--- src/rtl/calc_seq_ctrl.sv ---
// Keypad calculator control sequencer: turns key-event pulses into operand,
// operator and ALU control strobes, with operation chaining, repeat-equals and an error state.
module calc_seq_ctrl #(
  parameter int unsigned MAX_DIGITS = 4,
  parameter int unsigned OPW        = 2,
  localparam int unsigned CNTW      = $clog2(MAX_DIGITS + 1)
) (
  input  logic              clk,
  input  logic              resetn,
  input  logic              num,
  input  logic              op,
  input  logic [OPW-1:0]    op_in,
  input  logic              c,
  input  logic              eq,
  input  logic              alu_done,
  input  logic              alu_err,
  output logic              a_clr,
  output logic              a_wr,
  output logic              b_clr,
  output logic              b_wr,
  output logic              alu_start,
  output logic              res_wr,
  output logic              clr,
  output logic [OPW-1:0]    op_code,
  output logic [1:0]        disp_sel,
  output logic              err,
  output logic [CNTW-1:0]   digit_cnt,
  output logic [2:0]        state
);

  localparam logic [2:0] S_IDLE    = 3'd0;
  localparam logic [2:0] S_ENTER_A = 3'd1;
  localparam logic [2:0] S_OP_WAIT = 3'd2;
  localparam logic [2:0] S_ENTER_B = 3'd3;
  localparam logic [2:0] S_EXEC    = 3'd4;
  localparam logic [2:0] S_RESULT  = 3'd5;
  localparam logic [2:0] S_ERROR   = 3'd6;

  localparam logic [CNTW-1:0] MAX_CNT = CNTW'(MAX_DIGITS);
  localparam logic [CNTW-1:0] ONE_CNT = CNTW'(1);

  logic [2:0]      state_q, state_nxt;
  logic [CNTW-1:0] cnt_q, cnt_nxt;
  logic [OPW-1:0]  op_code_q, op_code_nxt;
  logic [OPW-1:0]  pend_q, pend_nxt;
  logic            chain_q, chain_nxt;

  logic a_clr_nxt, a_wr_nxt, b_clr_nxt, b_wr_nxt;
  logic alu_start_nxt, res_wr_nxt, clr_nxt, err_nxt;
  logic [1:0] disp_nxt;

  // Key priority c > eq > op > num; lower-priority keys in the same cycle are dropped.
  logic ev_eq, ev_op, ev_num, cnt_room;
  assign ev_eq    = eq & ~c;
  assign ev_op    = op & ~c & ~eq;
  assign ev_num   = num & ~c & ~eq & ~op;
  assign cnt_room = (cnt_q < MAX_CNT);

  // State and output registers.
  always_ff @(posedge clk) begin
    if (!resetn) begin
      state_q   <= S_IDLE;
      cnt_q     <= '0;
      op_code_q <= '0;
      pend_q    <= '0;
      chain_q   <= 1'b0;
      a_clr     <= 1'b0;
      a_wr      <= 1'b0;
      b_clr     <= 1'b0;
      b_wr      <= 1'b0;
      alu_start <= 1'b0;
      res_wr    <= 1'b0;
      clr       <= 1'b0;
      disp_sel  <= 2'b00;
      err       <= 1'b0;
    end else begin
      state_q   <= state_nxt;
      cnt_q     <= cnt_nxt;
      op_code_q <= op_code_nxt;
      pend_q    <= pend_nxt;
      chain_q   <= chain_nxt;
      a_clr     <= a_clr_nxt;
      a_wr      <= a_wr_nxt;
      b_clr     <= b_clr_nxt;
      b_wr      <= b_wr_nxt;
      alu_start <= alu_start_nxt;
      res_wr    <= res_wr_nxt;
      clr       <= clr_nxt;
      disp_sel  <= disp_nxt;
      err       <= err_nxt;
    end
  end

  // Next state, digit counter, operator latch and chaining bookkeeping.
  always_comb begin
    state_nxt   = state_q;
    cnt_nxt     = cnt_q;
    op_code_nxt = op_code_q;
    pend_nxt    = pend_q;
    chain_nxt   = chain_q;
    if (c) begin
      state_nxt = S_IDLE;
      cnt_nxt   = '0;
      chain_nxt = 1'b0;
    end else begin
      case (state_q)
        S_IDLE: begin
          if (ev_num) begin
            state_nxt = S_ENTER_A;
            cnt_nxt   = ONE_CNT;
          end
        end
        S_ENTER_A: begin
          if (ev_op) begin
            op_code_nxt = op_in;
            cnt_nxt     = '0;
            state_nxt   = S_OP_WAIT;
          end else if (ev_num && cnt_room) begin
            cnt_nxt = cnt_q + ONE_CNT;
          end
        end
        S_OP_WAIT: begin
          if (ev_op) begin
            op_code_nxt = op_in;
          end else if (ev_num) begin
            cnt_nxt   = ONE_CNT;
            state_nxt = S_ENTER_B;
          end
        end
        S_ENTER_B: begin
          if (ev_eq) begin
            chain_nxt = 1'b0;
            state_nxt = S_EXEC;
          end else if (ev_op) begin
            pend_nxt  = op_in;
            chain_nxt = 1'b1;
            state_nxt = S_EXEC;
          end else if (ev_num && cnt_room) begin
            cnt_nxt = cnt_q + ONE_CNT;
          end
        end
        S_EXEC: begin
          if (alu_done) begin
            if (alu_err) begin
              state_nxt = S_ERROR;
            end else if (chain_q) begin
              op_code_nxt = pend_q;
              chain_nxt   = 1'b0;
              cnt_nxt     = '0;
              state_nxt   = S_OP_WAIT;
            end else begin
              state_nxt = S_RESULT;
            end
          end
        end
        S_RESULT: begin
          if (ev_eq) begin
            state_nxt = S_EXEC;
          end else if (ev_op) begin
            op_code_nxt = op_in;
            cnt_nxt     = '0;
            state_nxt   = S_OP_WAIT;
          end else if (ev_num) begin
            cnt_nxt   = ONE_CNT;
            state_nxt = S_ENTER_A;
          end
        end
        S_ERROR: ;
        default: state_nxt = S_IDLE;
      endcase
    end
  end

  // Strobe and display values for the next cycle.
  always_comb begin
    a_clr_nxt     = 1'b0;
    a_wr_nxt      = 1'b0;
    b_clr_nxt     = 1'b0;
    b_wr_nxt      = 1'b0;
    alu_start_nxt = 1'b0;
    res_wr_nxt    = 1'b0;
    clr_nxt       = 1'b0;
    disp_nxt      = 2'b00;
    err_nxt       = 1'b0;
    if (c) begin
      clr_nxt = 1'b1;
    end else begin
      case (state_q)
        S_IDLE: begin
          a_clr_nxt = ev_num;
          a_wr_nxt  = ev_num;
        end
        S_ENTER_A: a_wr_nxt = ev_num & cnt_room;
        S_OP_WAIT: begin
          b_clr_nxt = ev_num;
          b_wr_nxt  = ev_num;
        end
        S_ENTER_B: begin
          alu_start_nxt = ev_eq | ev_op;
          b_wr_nxt      = ev_num & cnt_room;
        end
        S_EXEC:    res_wr_nxt = alu_done & ~alu_err;
        S_RESULT: begin
          alu_start_nxt = ev_eq;
          a_clr_nxt     = ev_num;
          a_wr_nxt      = ev_num;
        end
        default: ;
      endcase
    end
    case (state_nxt)
      S_ENTER_A, S_RESULT: disp_nxt = 2'b01;
      S_OP_WAIT:           disp_nxt = 2'b10;
      S_ENTER_B, S_EXEC:   disp_nxt = 2'b11;
      S_ERROR:             err_nxt  = 1'b1;
      default: ;
    endcase
  end

  assign op_code   = op_code_q;
  assign digit_cnt = cnt_q;
  assign state     = state_q;

endmodule

--- config.mk ---
export PLATFORM = sky130hd
export DESIGN_NAME = calc_seq_ctrl
export DESIGN_NICKNAME = d
export VERILOG_FILES = /design/src/rtl/calc_seq_ctrl.sv
export SDC_FILE = /design/constraint.sdc
export NUM_CORES = 1
export LEC_CHECK = 0
export CORE_MARGIN = 2
export CORE_UTILIZATION = 50
export CTS_BUF_LIST = sky130_fd_sc_hd__clkbuf_4
export CTS_CLUSTER_SIZE = 8
export DETAILED_ROUTE_END_ITERATION = 8
export GPL_ROUTABILITY_DRIVEN = 0
export PLACE_DENSITY = 0.87
export REMOVE_ABC_BUFFERS = 1
export SLEW_MARGIN = 20
export SYNTH_ARGS = -nofsm -noshare
export SYNTH_HDL_FRONTEND = slang
export SYNTH_SLANG_ARGS = --single-unit
--- constraint.sdc ---
create_clock -name clk -period 2 [get_ports clk]
set_input_delay 0.6 -clock clk [delete_from_list [all_inputs] [get_ports clk]]
set_output_delay 0.6 -clock clk [all_outputs]
set_load 0.01 [all_outputs]
==> results.json, run 1 <==
{
  "hold_end": "pend_q[0]$_SDFFE_PN0P_",
  "drv_cap": 0,
  "avgRoutedWirePerCell_um": 14.8,
  "start_util_pct": 54.0,
  "combPwrFrac_pct": 13.4,
  "htreeDepth": 1,
  "tightest_slew_ns": 0.419,
  "multi_input_area_um2": 637,
  "power_w": 0.000729,
  "drcViolationCount": 0,
  "slew-limit-headroom_pct": 71.9,
  "p_leak_nw": 0.618,
  "io_buffers": 27,
  "path_cells": "clkdlybuf4s50_1",
  "fmax_ghz": 0.513,
  "grt_overflow": 0,
  "die_h_um": 50.5,
  "cp-end-kind": "output pin",
  "start_kind": "flop",
  "arrival_ns": 1.35,
  "dr.pass1.iters": 5,
  "synth-seq-cells": 21,
  "dieWidth_um": 50.5,
  "hold_violations": 0,
  "finalMaxSlewViolations": 0,
  "grt_pass1_vias": 1033,
  "post-route-min-period_ns": 1.95,
  "fin_cells": 196,
  "grt_max_degree": 16,
  "cp_slowest_cell": "clkdlybuf4s50_1",
  "holdPathStages": 2,
  "r2r-start": "state[2]$_SDFF_PN0_",
  "num_vias": 1172,
  "swShare_pct": 24.7,
  "synth_fa_ha_area_share_pct": 1.16,
  "clock_power_share_pct": 28.4,
  "synth_top_family_by_area": "simple AND/OR/NAND/NOR gates",
  "drive_gt1_share_pct": 22.5,
  "mostFrequentLayoutCells": "clkdlybuf4s50_1, buf_4, dfxtp_1",
  "cpPeakStageDelay_ns": 0.59,
  "yosysUniqueCellTypes": 41,
  "synth-xor-area-share_pct": 0,
  "place_inst": 191,
  "finish.utilization_pct": 78.4,
  "critPathMaxFanout": 11,
  "p_sw_w": 0.000181,
  "root_buffer": "clkbuf_4",
  "rsz0062_at_grt": "no",
  "diodes": 0,
  "p_seq_share_pct": 58.1,
  "worst_ir_drop_vdd_v": 0.000315,
  "synth_mux_area_share_pct": 6.71,
  "routed_via_density": 5.98,
  "crit_required_ns": 1.40,
  "cts_made_buffers": 3,
  "num-fill-cells": 149,
  "syn-instance-count": 120,
  "syn_area_mm2": 0.00108,
  "power_density_mw_per_mm2": 465,
  "fin_nets": 181,
  "routed_wl_mm": 2.91,
  "ys_seq_area_share_pct": 38.9,
  "status": "completed",
  "path_class": "reg2out",
  "synth_edf_count": 0,
  "async_flop_share_pct": 0,
  "synth-warning-count": 0,
  "path_clk_slew_ns": 0.12,
  "layout_commonest_cell": "clkdlybuf4s50_1",
  "worst-r2r-setup-slack_ns": 0.30,
  "clock_skew_ns": 0.000480,
  "fin_ws_ns": 0.0507,
  "ant_nets": 0,
  "synth-simple-area-share_pct": 28.7,
  "cts_tree": "built",
  "ios": 28,
  "min_from": "pend_q[0]$_SDFFE_PN0P_",
  "reg2reg_to": "digit_cnt[0]$_SDFFE_PP0P_",
  "p_int_w": 0.000549,
  "area_growth_pct": 45.3,
  "synth_area_per_cell_um2": 9.01,
  "dp_hpwl_mm": 2.16,
  "r2r_cells": 6,
  "path_buf_inv": 1,
  "numClockSinks": 21,
  "synth_ff_type": "dfxtp_1",
  "first_iter_violations": 43,
  "timing.hold.ws_ns": 0.539,
  "antenna_found_initial": 0,
  "seq_area_um2": 425,
  "clockBufferDepth": 2,
  "die_area_mm2": 0.00255,
  "clk_latency_ns": 0.30,
  "synth_compound_area_share_pct": 21.8,
  "post-route-period-util_pct": 97.5,
  "cpLargestDelayFamily": "buffers and inverters",
  "grt_use_total_pct": 23.8,
  "coreArea_mm2": 0.00200,
  "grt_first_pass_wirelength_mm": 4.62,
  "hold_path.class": "reg2reg",
  "dp_slack_ns": -0.410,
  "rows": 16,
  "setup_viol_count_final": 0
}
flip-flops by register name (all words and copies together), names as in the netlist, 2 cells and up:
register   count
state          3
digit_cnt      3
disp_sel       2
op_code        2
pend_q         2
what timing repair did:
| item | CTS | global route |
|---|---|---|
| hold buffers | 0 | 0 |
| pin swaps | 5 | 0 |
| setup endpoints to repair | 7 | 1 |
| gates cloned | 0 | 0 |
| gates resized for setup | 6 | 1 |
| buffers inserted | 1 | 0 |
logic make-up after synthesis:
| group | Yosys count |
|---|---|
| AOI/OAI and AO/OA | 32 |
| adders and majority gates | 1 |
| and+or+nand+nor | 52 |
| buffers and inverters | 7 |
| muxes | 7 |
| DFF | 21 |
power groups by stage:
stage / registers (W) / clock network, W / logic, W
3_5_place_dp: 0.000434 / 0 / 0.0000974
5_1_grt: 0.000425 / 0.000226 / 0.000105
6_report: 0.000424 / 0.000207 / 0.0000980
3_3_place_gp: 0.000434 / 0 / 0.0000942
2_1_floorplan: 0.000435 / 0 / 0.0000315
4_1_cts: 0.000424 / 0.000209 / 0.0000960
routing by layer:
layer	GRT usage (%)	part of all wire, %
met1	29.1	39
met2	43.6	51
met3	2.68	7.7
met4	6.76	2.1
met5	0	0
per-stage QoR:
step / setup TNS [ns] / cell area (um2)
2_1_floorplan: 0 / 1060
3_3_place_gp: -3.41 / 1530
3_5_place_dp: -4.11 / 1530
4_1_cts: 0 / 1560
5_1_grt: 0 / 1570
6_report: 0 / 1570
final cells by class:
class / count / share of cell area, %
clock buffer: 3 / 1.43
clock inverter: 1 / 0.319
inverter: 2 / 0.478
multi-input combinational: 92 / 40.6
sequential: 21 / 27.1
tap: 27 / 2.15
timing repair buffer: 50 / 28.0
worst register-to-register path, stage by stage, from the launching register on:
cell	delay (ns)
dfxtp_1	0.37
buf_4	0.17
nand2b_1	0.22
a21oi_1	0.28
nor2b_1	0.24
o31ai_1	0.11
a311oi_1	0.23
cell usage after synthesis (all sizes together) (2+ instances only):
| library cell | count | area share [%] |
|---|---|---|
| nor2b | 10 | 6.0 |
| inv | 2 | 0.69 |
| a211oi | 5 | 3.9 |
| o21bai | 2 | 1.4 |
| mux2 | 2 | 2.1 |
| nor3 | 5 | 2.3 |
| nor4b | 2 | 2.2 |
| a21oi | 6 | 2.8 |
| o31ai | 2 | 1.4 |
| nand2 | 4 | 1.4 |
| buf | 3 | 1.4 |
| nand3b | 3 | 2.1 |
| o21ai | 5 | 2.3 |
| dfxtp | 21 | 39 |
| mux2i | 5 | 4.6 |
| a211o | 2 | 1.6 |
| nand2b | 4 | 2.3 |
| a221o | 2 | 1.9 |
| nor2 | 10 | 3.5 |
| and2 | 2 | 1.2 |
| nor3b | 2 | 1.4 |
| clkbuf | 2 | 0.69 |
| nand3 | 6 | 2.8 |
how the worst max path moves through the flow:
stage | from | slack (ns) | endpoint | cells past startpoint
floorplan | c | 0.12 | digit_cnt[2]$_SDFFE_PP0P_ | 5
global placement | op | -0.35 | digit_cnt[2]$_SDFFE_PP0P_ | 6
detailed placement | op | -0.41 | digit_cnt[2]$_SDFFE_PP0P_ | 6
CTS | state[1]$_SDFF_PN0_ | 0.06 | state[1] | 1
global route | eq | 0.007 | digit_cnt[2]$_SDFFE_PP0P_ | 6
finish | state[1]$_SDFF_PN0_ | 0.05 | state[1] | 1
Note: power is estimated with default switching activity, not from simulation.
==> run 2: changes to the inputs <==
--- a/config.mk
+++ b/config.mk
@@ -13,7 +13,6 @@
 export GPL_ROUTABILITY_DRIVEN = 0
 export PLACE_DENSITY = 0.87
 export REMOVE_ABC_BUFFERS = 1
-export SLEW_MARGIN = 20
 export SYNTH_ARGS = -nofsm -noshare
 export SYNTH_HDL_FRONTEND = slang
 export SYNTH_SLANG_ARGS = --single-unit
==> results of run 2 <==
Final layout, timing and power as in run 1 (identical DEF).
==> run 3: changes to the inputs <==
--- a/config.mk
+++ b/config.mk
@@ -5,12 +5,13 @@
 export SDC_FILE = /design/constraint.sdc
 export NUM_CORES = 1
 export LEC_CHECK = 0
-export CORE_MARGIN = 2
+export CORE_MARGIN = 8
 export CORE_UTILIZATION = 50
 export CTS_BUF_LIST = sky130_fd_sc_hd__clkbuf_4
 export CTS_CLUSTER_SIZE = 8
 export DETAILED_ROUTE_END_ITERATION = 8
 export GPL_ROUTABILITY_DRIVEN = 0
+export HOLD_SLACK_MARGIN = 0.1
 export PLACE_DENSITY = 0.87
 export REMOVE_ABC_BUFFERS = 1
 export SYNTH_ARGS = -nofsm -noshare
==> results.json, run 3 (synthesis results as in run 1) <==
{
  "holdPathStages": 2,
  "root_buffer": "clkbuf_4",
  "post-route-min-period_ns": 1.94,
  "routed_via_density": 5.86,
  "post-route-period-util_pct": 96.9,
  "diodes": 0,
  "grt_first_pass_wirelength_mm": 4.98,
  "path_cells": "dlygate4sd2_1 > or3b_1 > a221o_1 > a221o_1 > o21ai_1 > a21oi_1",
  "clock_skew_ns": 0.00252,
  "slew-limit-headroom_pct": 75.0,
  "tightest_slew_ns": 0.369,
  "use_met3_pct": 5.02,
  "antenna_found_initial": 0,
  "fmax_ghz": 0.516,
  "hold_path.class": "reg2reg",
  "power_density_mw_per_mm2": 476,
  "cts_hold_buf": 0,
  "hold_end": "pend_q[1]$_SDFFE_PN0P_",
  "drcViolationCount": 0,
  "ant_nets": 0,
  "grt_use_total_pct": 15.1,
  "startpoint": "eq",
  "arrival_ns": 2.13,
  "fin_nets": 178,
  "cp_slowest_cell": "or3b_1",
  "dr.pass1.iters": 4,
  "place_inst": 190,
  "numClockSinks": 21,
  "clockBufferDepth": 2,
  "dieWidth_um": 62.5,
  "post-cts-setup-buffers": 0,
  "rows": 17,
  "dp_hpwl_mm": 2.23,
  "clk_latency_ns": 0.30,
  "die_h_um": 62.5,
  "use_met1_pct": 16.0,
  "cts_tree": "built",
  "setup_tns_ns": 0,
  "fin_cells": 194,
  "path_clk_slew_ns": 0.11,
  "grt_pass1_vias": 1129,
  "routed_wl_mm": 2.94,
  "grt_overflow": 0,
  "rsz0062_at_grt": "no",
  "start_util_pct": 50.8,
  "min_from": "pend_q[1]$_SDFFE_PN0P_",
  "drv_cap": 0,
  "first_iter_violations": 50,
  "r2r_cells": 5,
  "worst-r2r-setup-slack_ns": 0.30,
  "status": "completed",
  "dpl_cell_area_mm2": 0.00151,
  "area_growth_pct": 42.7,
  "grt_max_degree": 13,
  "cpPeakStageDelay_ns": 0.37,
  "htreeDepth": 1,
  "cpMostUsedCell": "a221o_1",
  "path_class": "in2reg",
  "crit_required_ns": 2.19,
  "timing.hold.ws_ns": 0.537,
  "cts_made_buffers": 3,
  "coreArea_mm2": 0.00213,
  "die_area_mm2": 0.00391,
  "ios": 28,
  "io_buffers": 27,
  "fin_ws_ns": 0.0615,
  "stdcell_area_mm2": 0.00154,
  "avgRoutedWirePerCell_um": 15.1,
  "worst_ir_drop_vdd_v": 0.000399,
  "reg2reg_to": "disp_sel[0]$_SDFF_PN0_",
  "num_vias": 1136,
  "setup_viol_count_final": 0,
  "grt.met2_usage_pct": 25.2,
  "p_leak_nw": 0.603,
  "cp-end-kind": "flop",
  "mostFrequentLayoutCells": "clkdlybuf4s50_1, buf_4, dfxtp_1",
  "num-fill-cells": 164,
  "start_kind": "input pin",
  "r2r-start": "state[2]$_SDFF_PN0_",
  "drive_gt1_share_pct": 20.5,
  "finalMaxSlewViolations": 0,
  "hold_violations": 0,
  "layout_commonest_cell": "clkdlybuf4s50_1",
  "critPathMaxFanout": 2,
  "busiest_layer": "met2",
  "dp_slack_ns": -0.408
}
[run 3: cell types whose count changed in the layout (fill, tap and decap cells not counted), sizes merged]
cell / previous run / this run
buf: 23 / 20
clkinv: 1 / 0
clkbuf: 3 / 4
[run 3: worst max-delay path by stage]
| stage | end | slack [ns] | cells after the start |
|---|---|---|---|
| 6_report | digit_cnt[1]$_SDFFE_PP0P_ | 0.06 | 6 |
| 3_3_place_gp | digit_cnt[2]$_SDFFE_PP0P_ | -0.36 | 6 |
| 4_1_cts | digit_cnt[1]$_SDFFE_PP0P_ | 0.06 | 6 |
| 3_5_place_dp | digit_cnt[1]$_SDFFE_PP0P_ | -0.41 | 6 |
| 2_1_floorplan | digit_cnt[2]$_SDFFE_PP0P_ | 0.12 | 5 |
| 5_1_grt | digit_cnt[1]$_SDFFE_PP0P_ | 0.02 | 6 |
[run 3: area by class of cell]
type | count | area (um2) | area share, %
Sequential cell | 21 | 423 | 27.4
Timing Repair Buffer | 47 | 417 | 27.0
Inverter | 2 | 7.51 | 0.487
Clock buffer | 4 | 30.0 | 1.95
Multi-Input combinational cell | 92 | 631 | 40.9
Tap cell | 28 | 35.0 | 2.27
[run 3: report_power, final]
group	leakage [nW]	internal [W]	switching [W]
Combinational	0.414	0.0000521	0.0000449
Clock	0.0184	0.0000913	0.000123
Sequential	0.171	0.000421	0.00000244
Total	0.603	0.000565	0.000170
[run 3: routing by layer]
metal | part of all wire (%) | up-vias | routed length [um]
li1 | - | 540 | -
met1 | 40 | 529 | 1170
met2 | 48 | 57 | 1420
met3 | 8.8 | 10 | 258
met4 | 3.0 | 0 | 88
met5 | 0 | - | 0
[run 3: worst max-delay path, delay by kind of cell]
family                 cells  cell delay [ns]
AND/OR/NAND/NOR            1             0.37
AO/OA/AOI/OAI              4             0.93
buffers and inverters      1             0.24
[run 3: timing repair]
action,in CTS,in global routing
resized for setup,5,0
pin swaps,5,2
setup endpoints to repair,5,1
[run 3: stage by stage]
step                      total power (W)  utilization (%)
after floorplan                  0.000467                -
after global placement           0.000527             71.2
after detailed placement         0.000530             71.2
after CTS                        0.000743             72.5
after global routing             0.000766             72.5
final                            0.000735             72.5
